--- src/rtl/nes_input_pkg.sv ---
// Shared constants and the SNES-to-NES button mapping for the joypad register block.
package nes_input_pkg;

    localparam int unsigned SNES_B      = 0;
    localparam int unsigned SNES_Y      = 1;
    localparam int unsigned SNES_SELECT = 2;
    localparam int unsigned SNES_START  = 3;
    localparam int unsigned SNES_UP     = 4;
    localparam int unsigned SNES_DOWN   = 5;
    localparam int unsigned SNES_LEFT   = 6;
    localparam int unsigned SNES_RIGHT  = 7;
    localparam int unsigned SNES_A      = 8;
    localparam int unsigned SNES_X      = 9;

    localparam int unsigned NES_A      = 0;
    localparam int unsigned NES_B      = 1;
    localparam int unsigned NES_SELECT = 2;
    localparam int unsigned NES_START  = 3;
    localparam int unsigned NES_UP     = 4;
    localparam int unsigned NES_DOWN   = 5;
    localparam int unsigned NES_LEFT   = 6;
    localparam int unsigned NES_RIGHT  = 7;

    localparam logic [15:0] JOY1_ADDR = 16'h4016;
    localparam logic [15:0] JOY2_ADDR = 16'h4017;
    localparam logic [7:0]  OPEN_BUS  = 8'h40;

    typedef logic [7:0] nes_btn_t;

    // L and R are never passed in; X/Y only matter while turbo is high.
    function automatic nes_btn_t map_snes(input logic [9:0] snes, input logic turbo);
        nes_btn_t nes;
        nes[NES_A]      = snes[SNES_A] | (snes[SNES_X] & turbo);
        nes[NES_B]      = snes[SNES_B] | (snes[SNES_Y] & turbo);
        nes[NES_SELECT] = snes[SNES_SELECT];
        nes[NES_START]  = snes[SNES_START];
        nes[NES_UP]     = snes[SNES_UP];
        nes[NES_DOWN]   = snes[SNES_DOWN];
        nes[NES_LEFT]   = snes[SNES_LEFT];
        nes[NES_RIGHT]  = snes[SNES_RIGHT];
        return nes;
    endfunction

endpackage

--- src/rtl/nes_shift_port.sv ---
// One NES joypad serial port: 8-bit parallel load, shift right with 1s filling from the top.
module nes_shift_port
    import nes_input_pkg::*;
(
    input  logic     clk_i,
    input  logic     rst_ni,
    input  logic     load_i,
    input  logic     shift_i,
    input  nes_btn_t data_i,
    output logic     q0_o
);

    nes_btn_t sr_q, sr_d;

    // Load has priority so a strobe write in the same cycle as a read reloads.
    always_comb begin
        sr_d = sr_q;
        if (load_i) begin
            sr_d = data_i;
        end else if (shift_i) begin
            sr_d = {1'b1, sr_q[7:1]};
        end
    end

    always_ff @(posedge clk_i or negedge rst_ni) begin
        if (!rst_ni) begin
            sr_q <= 8'hFF;
        end else begin
            sr_q <= sr_d;
        end
    end

    assign q0_o = sr_q[0];

endmodule

--- src/rtl/nes_joypad_regs.sv ---
// NES $4016/$4017 joypad registers fed from SNES button vectors.
// Optional turbo on X/Y is enabled by defining JOYPAD_TURBO_EN.
module nes_joypad_regs
    import nes_input_pkg::*;
#(
    parameter int unsigned TURBO_DIV = 833333
) (
    input  logic        CLOCK,
    input  logic        RESET_N,
    input  logic [11:0] BUTTONS1,
    input  logic [11:0] BUTTONS2,
    input  logic [15:0] CPU_ADDR,
    input  logic        CPU_WR,
    input  logic        CPU_RD,
    input  logic [7:0]  CPU_WDATA,
    output logic [7:0]  CPU_RDATA,
    output logic        CPU_RVALID
);

    logic [9:0] btn1_q, btn2_q;
    logic       strobe_q, strobe_d;
    logic [7:0] rdata_q, rdata_d;
    logic       rvalid_q, rvalid_d;
    logic       turbo_phase;
    nes_btn_t   map1, map2;
    logic       wr_joy1, rd_joy1, rd_joy2;
    logic       load, q0_1, q0_2, rd_bit;

`ifdef JOYPAD_TURBO_EN
    localparam int unsigned CntW = (TURBO_DIV > 1) ? $clog2(TURBO_DIV) : 1;

    logic [CntW-1:0] turbo_cnt_q, turbo_cnt_d;
    logic            turbo_phase_q, turbo_phase_d;

    always_comb begin
        turbo_cnt_d   = turbo_cnt_q + 1'b1;
        turbo_phase_d = turbo_phase_q;
        if (turbo_cnt_q == CntW'(TURBO_DIV - 1)) begin
            turbo_cnt_d   = '0;
            turbo_phase_d = ~turbo_phase_q;
        end
    end

    always_ff @(posedge CLOCK or negedge RESET_N) begin
        if (!RESET_N) begin
            turbo_cnt_q   <= '0;
            turbo_phase_q <= 1'b0;
        end else begin
            turbo_cnt_q   <= turbo_cnt_d;
            turbo_phase_q <= turbo_phase_d;
        end
    end

    assign turbo_phase = turbo_phase_q;
`else
    logic unused_turbo_div;
    assign unused_turbo_div = ^TURBO_DIV;
    assign turbo_phase      = 1'b0;
`endif

    logic unused_inputs;
    assign unused_inputs = ^{BUTTONS1[11:10], BUTTONS2[11:10], CPU_WDATA[7:1]};

    assign map1 = map_snes(btn1_q, turbo_phase);
    assign map2 = map_snes(btn2_q, turbo_phase);

    assign wr_joy1 = CPU_WR && (CPU_ADDR == JOY1_ADDR);
    assign rd_joy1 = CPU_RD && (CPU_ADDR == JOY1_ADDR);
    assign rd_joy2 = CPU_RD && (CPU_ADDR == JOY2_ADDR);

    // A strobe-setting write reloads on the same edge, beating any concurrent shift.
    assign load = strobe_q | (wr_joy1 & CPU_WDATA[0]);

    always_comb begin
        strobe_d = strobe_q;
        if (wr_joy1) begin
            strobe_d = CPU_WDATA[0];
        end
    end

    always_comb begin
        rd_bit   = 1'b0;
        rdata_d  = rdata_q;
        rvalid_d = 1'b0;
        if (rd_joy1) begin
            rd_bit = strobe_q ? map1[NES_A] : q0_1;
        end else if (rd_joy2) begin
            rd_bit = strobe_q ? map2[NES_A] : q0_2;
        end
        if (rd_joy1 || rd_joy2) begin
            rdata_d  = OPEN_BUS | {7'b0, rd_bit};
            rvalid_d = 1'b1;
        end
    end

    always_ff @(posedge CLOCK or negedge RESET_N) begin
        if (!RESET_N) begin
            btn1_q   <= '0;
            btn2_q   <= '0;
            strobe_q <= 1'b0;
            rdata_q  <= 8'h00;
            rvalid_q <= 1'b0;
        end else begin
            btn1_q   <= BUTTONS1[9:0];
            btn2_q   <= BUTTONS2[9:0];
            strobe_q <= strobe_d;
            rdata_q  <= rdata_d;
            rvalid_q <= rvalid_d;
        end
    end

    nes_shift_port u_port1 (
        .clk_i  (CLOCK),
        .rst_ni (RESET_N),
        .load_i (load),
        .shift_i(rd_joy1 & ~strobe_q),
        .data_i (map1),
        .q0_o   (q0_1)
    );

    nes_shift_port u_port2 (
        .clk_i  (CLOCK),
        .rst_ni (RESET_N),
        .load_i (load),
        .shift_i(rd_joy2 & ~strobe_q),
        .data_i (map2),
        .q0_o   (q0_2)
    );

    assign CPU_RDATA  = rdata_q;
    assign CPU_RVALID = rvalid_q;

endmodule

--- config.mk ---
export PLATFORM = sky130hd
export DESIGN_NAME = nes_joypad_regs
export DESIGN_NICKNAME = d
export VERILOG_FILES = /design/src/rtl/nes_input_pkg.sv /design/src/rtl/nes_shift_port.sv /design/src/rtl/nes_joypad_regs.sv
export SDC_FILE = /design/constraint.sdc
export NUM_CORES = 1
export LEC_CHECK = 0
export BUFFER_PORTS_ARGS = -buffer_cell sky130_fd_sc_hd__buf_4
export CORE_ASPECT_RATIO = 2
export CORE_UTILIZATION = 44
export CTS_CLUSTER_SIZE = 30
export DETAILED_ROUTE_END_ITERATION = 12
export PLACE_DENSITY = 0.75
export SLEW_MARGIN = 10
export SYNTH_ARGS = -nofsm -noshare
export SYNTH_HDL_FRONTEND = slang
export SYNTH_SLANG_ARGS = --single-unit
export TNS_END_PERCENT = 10
--- constraint.sdc ---
create_clock -name CLOCK -period 1.5 [get_ports CLOCK]
set_input_delay 0.225 -clock CLOCK [delete_from_list [all_inputs] [get_ports CLOCK]]
set_output_delay 0.225 -clock CLOCK [all_outputs]
set_load 0.03 [all_outputs]
==> impl_metrics.csv, run 1 <==
group,metric,value,unit
timing,max_freq,619,MHz
timing,rsz0062_at_grt,"true",
clock_tree,cts_tree,"yes",
grt,antenna_found_initial,0,
worst_setup_path,cp.required,1.68,ns
hold_path,hp-class,"in2reg",
run,drv_cap,0,
synth,syn_area,1640,µm²
synth,synth_top_family_by_area,"compound AO/OA/AOI/OAI gates",
synth,synth-seq-cells,36,
clock_tree,clk_pin_slew,0.07,ns
timing,period_needed,1.61,ns
layout,finalNetCount,240,
grt,grt_first_pass_wirelength,5740,µm
drt,drtAntennaViolNets,0,
timing,fin_tns_setup,-1.30,ns
layout,syn2layout_area_growth,37.3,%
timing,fin_skew,0.00644,ns
worst_setup_path,rrSetupSlack,0.20,ns
worst_setup_path,crit_cells,6,
place,placed_area,1990,µm²
synth,ys.flop_type,"dfrtp_1",
drt,drcViolationCount,0,
synth,yosys_warnings,0,
synth,synth_cells,142,
floorplanning,fp.dieW,45.2,µm
synth,yosys-top-cells-count,"23 x a21oi_1, 20 x dfrtp_1, 16 x dfstp_2",
layout,stdcell_area,2250,µm²
synth,synth-edff-count,0,
worst_setup_path,crit_type,"in2reg",
drt,drt_first_pass_iters,4,
drt,initialDrtViolationCount,26,
place,portBuffers,39,
timing,final_hold_viol_count,0,
layout,instances_no_fill,238,
power,vdd_drop_max,1.05,mV
worst_setup_path,max_stage_delay,0.59,ns
worst_setup_path,worst_setup_path_end_kind,"flop",
synth,yosys-top-cells-area,"dfrtp_1 30%, dfstp_2 26%, a21oi_1 7.0%, a2bb2oi_1 3.7%, a21boi_0 3.2%",
worst_setup_path,crit_arrival,1.79,ns
floorplanning,die_area,3990,µm²
power,finalPower,0.00237,W
worst_setup_path,crit_slowest_cell,"or4_4",
grt,grt-ovfl-total,0,
clock_tree,cts_root_buf,"clkbuf_8",
place,dpl.cell_count,227,
drt,detail_route.vias_per_cell,5.49,
drt,wire_per_inst,15.2,µm
synth,synth_top_cell_by_area,"dfrtp_1",
floorplanning,placementRows,31,
status,failed_checks,"negative setup slack",
synth,netlist.area_leader.share,30.5,%
floorplanning,io_pins,61,
grt,grt_max_degree,37,
timing,layout_setup_ws,-0.115,ns
power,power_density,1050,nW/µm²
layout,multiInputGateArea,713,µm²
synth,yosys.area_share.simple,11.8,%
synth,synthXorXnorAreaFrac,0,%
grt,grt_util_all_layers,20.1,%
drt,wl,3620,µm
clock_tree,cts_buffers,5,
synth,synth.most_common_cell,"a21oi_1",
synth,muxShareOfSynthArea,4.04,%
hold_path,min_path_cells,1,
place,gp_congestion,0.774,
place,place_hpwl,2460,µm
timing,finalMaxSlewViolations,0,
synth,post_synth_num_cell_types,32,
floorplanning,start_util,45.5,%
status,status,"finished, violations left",
clock_tree,clock_sinks,36,
layout,fillers,305,
synth,syn_area_per_cell,11.6,µm²
power,p_leak,0.975,nW
clock_tree,clock_tree.buffer_depth,2,
worst_setup_path,crit_family,"simple AND/OR/NAND/NOR gates",
floorplanning,die_y,88.4,µm
layout,seqCellArea,921,µm²
clock_tree,clk_latency,0.29,ns
synth,synth_compound_area_share,21.2,%
layout,layout-drive-gt1-share,50.8,%
synth,synthArstFlopShare,100,%
synth,synth-seq-area-share,56.1,%
synth,synth_adder_area_share,0,%
timing,finalCritPeriodShare,108,%
layout,num_antenna_cells,0,
timing,setup_viol,18,
floorplanning,coreArea,3610,µm²
worst_setup_path,critPathBufInv,2,
grt,grt_pass1_vias,1333,
clock_tree,h-tree-depth,2,
worst_setup_path,start_kind,"primary input",
worst_setup_path,crit_chain,"buf_6, or4_4, nor4_4, buf_4, and2_4, mux2_4",
worst_setup_path,worstPathMaxFanout,4,
drt,via_count,1306,
worst_setup_path,ff2ff_path_depth,3,
-- worst register-to-register path, cell delays in order, from the launching register on --
cell	delay (ns)
dfrtp_1	0.43
buf_4	0.20
mux4_2	0.30
mux2_4	0.27
-- state kept, by name, indices dropped and copies added, names as in the netlist --
register      flops
strobe_q          1
btn2_q            8
CPU_RDATA         2
u_port1.sr_q      8
CPU_RVALID        1
u_port2.sr_q      8
btn1_q            8
-- what timing repair did --
item	4_1_cts	5_1_grt
hold endpoints to repair	20	0
gates cloned	1	0
pin swaps	11	5
buffers inserted	0	1
resized for setup	14	5
endpoints found under the setup margin	18	18
hold buffers	1	0
-- area by class of cell --
type,instances,share of cell area (%)
clock buffer,5,3.05
clock inverter,3,4.00
inverter,1,0.166
multi-input combinational,94,31.6
sequential,36,40.8
tap,49,2.72
timing repair buffer,50,17.6
-- metal layers --
metal	track usage, %	vias to the layer above	part of all wire [%]
met4	11.3	0	2.5
met3	3.47	11	6.3
met1	20.8	639	36
li1	-	595	-
met5	0	-	0
met2	36.4	61	56
-- where the power goes --
part	switching [W]	internal (W)	leakage [nW]	total [W]
Sequential	0.00000971	0.00100	0.407	0.00101
Combinational	0.0000925	0.0000900	0.489	0.000182
Clock	0.000346	0.000831	0.0784	0.00118
-- placed cells by master (no fill, tap or decap), drive strengths merged --
master	count
nand4b	1
o32a	7
or4b	2
clkbuf	5
a2bb2oi	7
dfrtp	20
mux4	1
a21oi	23
nand2	8
o21bai	1
o21ai	7
nor4	2
dfstp	16
mux2i	1
nor2	7
bufinv	3
dlygate4sd3	1
conb	6
a21boi	7
mux2	3
nand2b	1
inv	1
buf	49
or2	1
or3	1
or4	3
and3b	1
nand3b	2
and2	2
-- path summary, 6_finish.rpt --
path / from / to
setup / recovery: CPU_ADDR[15] / CPU_RDATA[0]
hold / removal: BUTTONS2[2] / btn2_q[2]
setup reg to reg: strobe_q / CPU_RDATA[0]
hold reg to reg: btn2_q[7] / u_port2.sr_q[7]
max in group asynchronous: RESET_N / u_port2.sr_q[5]
min in group asynchronous: RESET_N / btn1_q[7]
-- cell families after synthesis --
logic type | after synthesis
compound gates | 52
buf+inv | 18
flops | 36
mux | 5
other cells | 1
simple gates | 30
-- through the flow --
step                util, %  setup slack, ns  hold slack (ns)
finish                 62.5           -0.115           0.0363
global route           62.5           -0.156           0.0255
detailed placement     55.1           -0.516            0.196
CTS                    61.6           -0.110           0.0305
global placement       55.1           -0.470            0.187
floorplan                 -           -0.368          -0.0706
Power figures use the tool's default switching activity.
==> run 2: changes to the inputs <==
CORE_UTILIZATION = 52   (was 44)
PLACE_DENSITY = 0.84   (was 0.75)
SETUP_SLACK_MARGIN = 0.3   (was unset)
SLEW_MARGIN = 25   (was 10)
clock period = 1.9 ns   (was 1.5 ns; I/O delays follow)
==> run 2 against run 1 <==
Compared with the run above: the run now ends clean; register-to-register slack better by 0.20 ns; final cell count fell by 8.8%; first-iteration DRC count grew 42%; utilization rose by 8.2 points; via count decreased by 2.6%; clock-buffer cell count is 3 higher; clock skew is 0.0038 ns lower; non-clock buffer count fell by 1; worst hold slack improved by 0.061 ns; clock power down 51%.
==> impl_metrics.csv, run 2 (same netlist as run 1, synthesis figures left out) <==
group,metric,value,unit
drt,drtAntennaViolNets,0,
floorplanning,fp.dieW,41.7,µm
drt,via_count,1272,
clock_tree,h-tree-depth,2,
layout,num_antenna_cells,0,
floorplanning,die_y,81.5,µm
timing,rsz0062_at_grt,"true",
grt,grt_first_pass_wirelength,5730,µm
floorplanning,start_util,55.1,%
timing,slew_headroom,60.1,%
drt,initialDrtViolationCount,37,
drt,drcViolationCount,0,
worst_setup_path,worstPathMaxFanout,15,
timing,max_slew.worst_pin.slew,0.599,ns
grt,grt_util_all_layers,22.9,%
floorplanning,placementRows,28,
timing,max_freq,567,MHz
timing,hold_ws,0.0978,ns
timing,fin_skew,0.00264,ns
worst_setup_path,worst_setup_path_end_kind,"flop",
power,p_leak,0.928,nW
clock_tree,cts_tree,"yes",
timing,finalCritPeriodShare,92.8,%
drt,wl,3450,µm
worst_setup_path,rrSetupSlack,0.40,ns
worst_setup_path,crit_cells,5,
drt,wire_per_inst,15.9,µm
drt,drt_first_pass_iters,4,
power,vdd_drop_max,0.735,mV
hold_path,hp-class,"in2reg",
worst_setup_path,crit_type,"in2reg",
worst_setup_path,critPathBufInv,1,
run,drv_cap,0,
clock_tree,clk_latency,0.29,ns
drt,detail_route.vias_per_cell,5.86,
layout,most-common-layout-cells,"43 x buf_4, 23 x a21oi_1, 20 x dfrtp_1",
timing,period_needed,1.76,ns
worst_setup_path,max_stage_delay,0.69,ns
grt,grt_max_degree,37,
worst_setup_path,cp.required,2.11,ns
worst_setup_path,crit_chain,"buf_4, or4b_4, or4_4, o21ai_1, a2bb2oi_1",
clock_tree,cts_buffers,5,
layout,stdcell_area,2110,µm²
grt,antenna_found_initial,0,
grt,grt_pass1_vias,1353,
power,power_density,719,nW/µm²
layout,layout-drive-gt1-share,45.5,%
place,gp_congestion,0.821,
timing,final_hold_viol_count,0,
place,dpl.cell_count,206,
clock_tree,clock_sinks,36,
worst_setup_path,start_kind,"primary input",
layout,finalNetCount,238,
worst_setup_path,crit_family,"simple AND/OR/NAND/NOR gates",
clock_tree,cts_root_buf,"clkbuf_8",
layout,final_common_cell,"buf_4",
place,place_hpwl,2380,µm
grt,grt-ovfl-total,0,
worst_setup_path,ff2ff_path_depth,2,
layout,syn2layout_area_growth,28.3,%
clock_tree,clock_tree.buffer_depth,2,
clock_tree,clk_pin_slew,0.06,ns
floorplanning,die_area,3400,µm²
status,status,"finished, final reports clean",
place,portBuffers,39,
floorplanning,coreArea,2980,µm²
floorplanning,io_pins,61,
layout,final_util,70.7,%
layout,instances_no_fill,217,
timing,setup_viol,0,
hold_path,min_path_cells,1,
worst_setup_path,crit_arrival,1.98,ns
place,placed_area,1960,µm²
worst_setup_path,crit_slowest_cell,"or4_4",
timing,finalMaxSlewViolations,0,
## run 2: changes by cell type in the layout (fill, tap and decap cells not counted), sizes merged
cell	previous run	this run
buf	49	48
or4	3	2
bufinv	3	0
clkbuf	5	8
## run 2: metal layers
metal	up-vias	global-route usage, %	wire (µm)
li1	593	-	-
met1	615	22.4	1210
met2	53	41.9	1930
met3	11	5.27	193
met4	0	14.8	124
met5	-	0	0
## run 2: cell type report
type	instances	area, µm²
Clock buffer	8	100
Multi-Input combinational cell	93	652
Inverter	1	3.75
Tap cell	30	37.5
Fill cell	218	872
Timing Repair Buffer	49	392
Sequential cell	36	921
## run 2: worst paths after layout
check,start,to
max,CPU_ADDR[11],u_port1.sr_q[6]
min,BUTTONS1[4],btn1_q[4]
max reg2reg,strobe_q,CPU_RDATA[0]
min reg2reg,btn2_q[5],u_port2.sr_q[5]
max in group asynchronous,RESET_N,u_port2.sr_q[4]
min in group asynchronous,RESET_N,btn1_q[0]
## run 2: repair_timing
item | 4_1_cts | 5_1_grt
endpoints found under the setup margin | 18 | 18
cloned | 1 | 0
setup buffers | 1 | 0
hold endpoints to repair | 20 | 0
pin swaps | 4 | 0
hold buffers | 1 | 0
gates resized for setup | 6 | 1
## run 2: per-stage QoR
step                worst slack, ns  TNS, ns  total power (W)
floorplan                   -0.0282   -0.118         0.000872
CTS                           0.139        0          0.00153
global placement             -0.138    -1.86         0.000937
global route                 0.0882        0          0.00157
finish                        0.137        0          0.00151
detailed placement           -0.220    -2.49         0.000943
## run 2: worst register-to-register path, cell delays in order (launching register included)
cell and delay [ns]:
dfrtp_1 0.72, mux4_2 0.40, mux2_2 0.27
## run 2: report_power, final
group,switching (W),internal (W)
Combinational,0.0000687,0.0000676
Sequential,0.00000732,0.000791
Clock,0.000249,0.000330
Total,0.000326,0.00119
==> run 3: changes to the inputs <==
CORE_UTILIZATION = 50   (was 52)
PLACE_DENSITY = 0.83   (was 0.84)
SYNTH_HIERARCHICAL = 1   (was unset)
==> run 3 against run 2 <==
Compared with the run above: critical path depth up 3; clock-buffer cell count fell by 2; sequential share of layout area increased by 2.2 points; clock skew is essentially flat; first-iteration DRC count fell by 51%; synthesized area is 11% lower; critical path type unchanged; sequential power about the same; combinational power decreased by 24%; utilization increased by 1.6 points.
==> impl_metrics.csv, run 3 <==
group,metric,value,unit
status,status,"finished, final reports clean",
timing,max_freq,551,MHz
floorplanning,start_util,53.0,%
power,p_leak,0.869,nW
synth,synth-seq-area-share,62.7,%
synth,synth.most_common_cell,"dfrtp_1",
place,gp_congestion,0.747,
worst_setup_path,cp.required,2.12,ns
drt,wire_per_inst,14.0,µm
timing,finalCritPeriodShare,95.5,%
synth,synth-seq-cells,36,
layout,num_antenna_cells,0,
synth,syn_area_per_cell,12.9,µm²
clock_tree,clk_pin_slew,0.06,ns
layout,final_common_cell,"buf_4",
power,power_density,764,nW/µm²
synth,synthArstFlopShare,100,%
timing,rsz0062_at_grt,"true",
layout,instances_no_fill,194,
grt,grt_pass1_vias,1061,
grt,grt_max_degree,37,
timing,fin_skew,0.00303,ns
synth,yosys-top-cells-count,"20 x dfrtp_1, 18 x nand2_1, 16 x dfstp_2",
layout,finalNetCount,216,
drt,initialDrtViolationCount,18,
worst_setup_path,crit_arrival,2.03,ns
run,drv_cap,0,
place,placed_area,1810,µm²
clock_tree,clock_tree.buffer_depth,2,
floorplanning,coreArea,2770,µm²
hold_path,hp-class,"in2reg",
layout,stdcell_area,2000,µm²
worst_setup_path,start_kind,"primary input",
floorplanning,placementRows,27,
synth,ys.flop_type,"dfrtp_1",
floorplanning,die_area,3170,µm²
timing,final_hold_viol_count,0,
timing,hold_ws,0.107,ns
synth,synth_cells,114,
worst_setup_path,crit_type,"in2reg",
synth,yosys_warnings,6,
timing,finalMaxSlewViolations,0,
drt,drcViolationCount,0,
place,place_hpwl,1910,µm
place,portBuffers,39,
worst_setup_path,worstPathMaxFanout,8,
grt,grt-ovfl-total,0,
synth,post_synth_num_cell_types,23,
synth,netlist.area_leader.share,34.1,%
synth,synth_top_cell_by_area,"dfrtp_1",
drt,drt_first_pass_iters,4,
synth,yosys-top-cells-area,"dfrtp_1 34%, dfstp_2 29%, mux2i_1 9.5%, o21ai_1 4.8%, nand2_1 4.6%",
floorplanning,io_pins,61,
grt,antenna_found_initial,0,
power,vdd_drop_max,1.09,mV
timing,setup_viol,0,
layout,layout-drive-gt1-share,49.1,%
clock_tree,h-tree-depth,2,
power,finalPower,0.00153,W
place,pre_cts_ws,-0.205,ns
synth,syn_area,1470,µm²
grt,grt_first_pass_wirelength,4270,µm
drt,detail_route.vias_per_cell,5.25,
worst_setup_path,worst_setup_path_end_kind,"flop",
grt,grt_util_all_layers,20.4,%
drt,wl,2720,µm
clock_tree,cts_tree,"yes",
place,dpl.cell_count,184,
drt,via_count,1019,
timing,period_needed,1.81,ns
layout,most-common-layout-cells,"40 x buf_4, 20 x dfrtp_1, 18 x nand2_1",
clock_tree,cts_buffers,5,
drt,drtAntennaViolNets,0,
layout,syn2layout_area_growth,36.4,%
synth,synth-edff-count,0,
timing,layout_setup_ws,0.0857,ns
floorplanning,die_y,78.7,µm
clock_tree,clk_latency,0.28,ns
clock_tree,cts_root_buf,"clkbuf_8",
clock_tree,clock_sinks,36,
floorplanning,fp.dieW,40.3,µm
[run 3: path summary, 6_finish.rpt]
path / from / end / slack (ns) / cells after the start
worst max-delay path: CPU_ADDR[6] / u_port2/sr_q[3] / 0.09 / 8
max in group asynchronous: RESET_N / u_port2/sr_q[3] / 1.09 / 2
min in group asynchronous: RESET_N / btn1_q[3] / 0.48 / 2
worst min-delay path: BUTTONS2[8] / btn2_q[8] / 0.11 / 1
worst max register to register: strobe_q / CPU_RDATA[0] / 0.52 / 2
worst min register to register: btn2_q[3] / u_port2/sr_q[3] / 0.45 / 2
[run 3: area by class of cell]
type | count | area (µm²)
repair buffers | 48 | 407
fillers | 200 | 767
clock buffers | 6 | 72.6
flip-flops and latches | 36 | 921
inverters | 1 | 3.75
clock inverters | 2 | 35.0
multi-input cells | 72 | 528
well taps | 29 | 36.3
[run 3: report_power, final]
| part | total, W | internal, W | switching, W |
|---|---|---|---|
| logic | 0.000104 | 0.0000562 | 0.0000483 |
| clock network | 0.000632 | 0.000389 | 0.000243 |
| registers | 0.000795 | 0.000789 | 0.00000653 |
| total | 0.00153 | 0.00123 | 0.000298 |
[run 3: logic make-up after synthesis]
group | share of synthesized area, %
AOI/OAI and AO/OA | 5.96
buffers and inverters | 6.39
other | 0.255
and+or+nand+nor | 12.1
DFF | 62.7
muxes | 12.6
[run 3: timing repair]
action                                  CTS  global route
pin swaps                                 2            14
hold buffers                              1             0
gates resized for setup                   3            12
endpoints found under the setup margin   18            18
hold endpoints to repair                 20             0
buffers inserted                          1             0
[run 3: layer usage]
| metal | track usage [%] | vias up | share of wire (%) |
|---|---|---|---|
| met2 | 35.4 | 41 | 60 |
| li1 | - | 482 | - |
| met4 | 12.7 | 0 | 4.0 |
| met1 | 18.6 | 486 | 30 |
| met5 | 0 | - | 0 |
| met3 | 5.08 | 10 | 6.3 |
[run 3: metrics by stage]
step                      setup TNS (ns)  utilization (%)
after floorplan                        0                -
after global placement             -1.23             65.4
after detailed placement           -2.31             65.4
after CTS                              0             70.3
after global routing                   0             72.3
final                                  0             72.3
[run 3: worst max-delay path, stage by stage]
cell and delay, ns:
buf_6 0.09, or4b_4 0.54, nor3_4 0.12, nand4_1 0.21
nor3b_2 0.27, buf_6 0.19, mux2i_4 0.26, o21ai_2 0.06
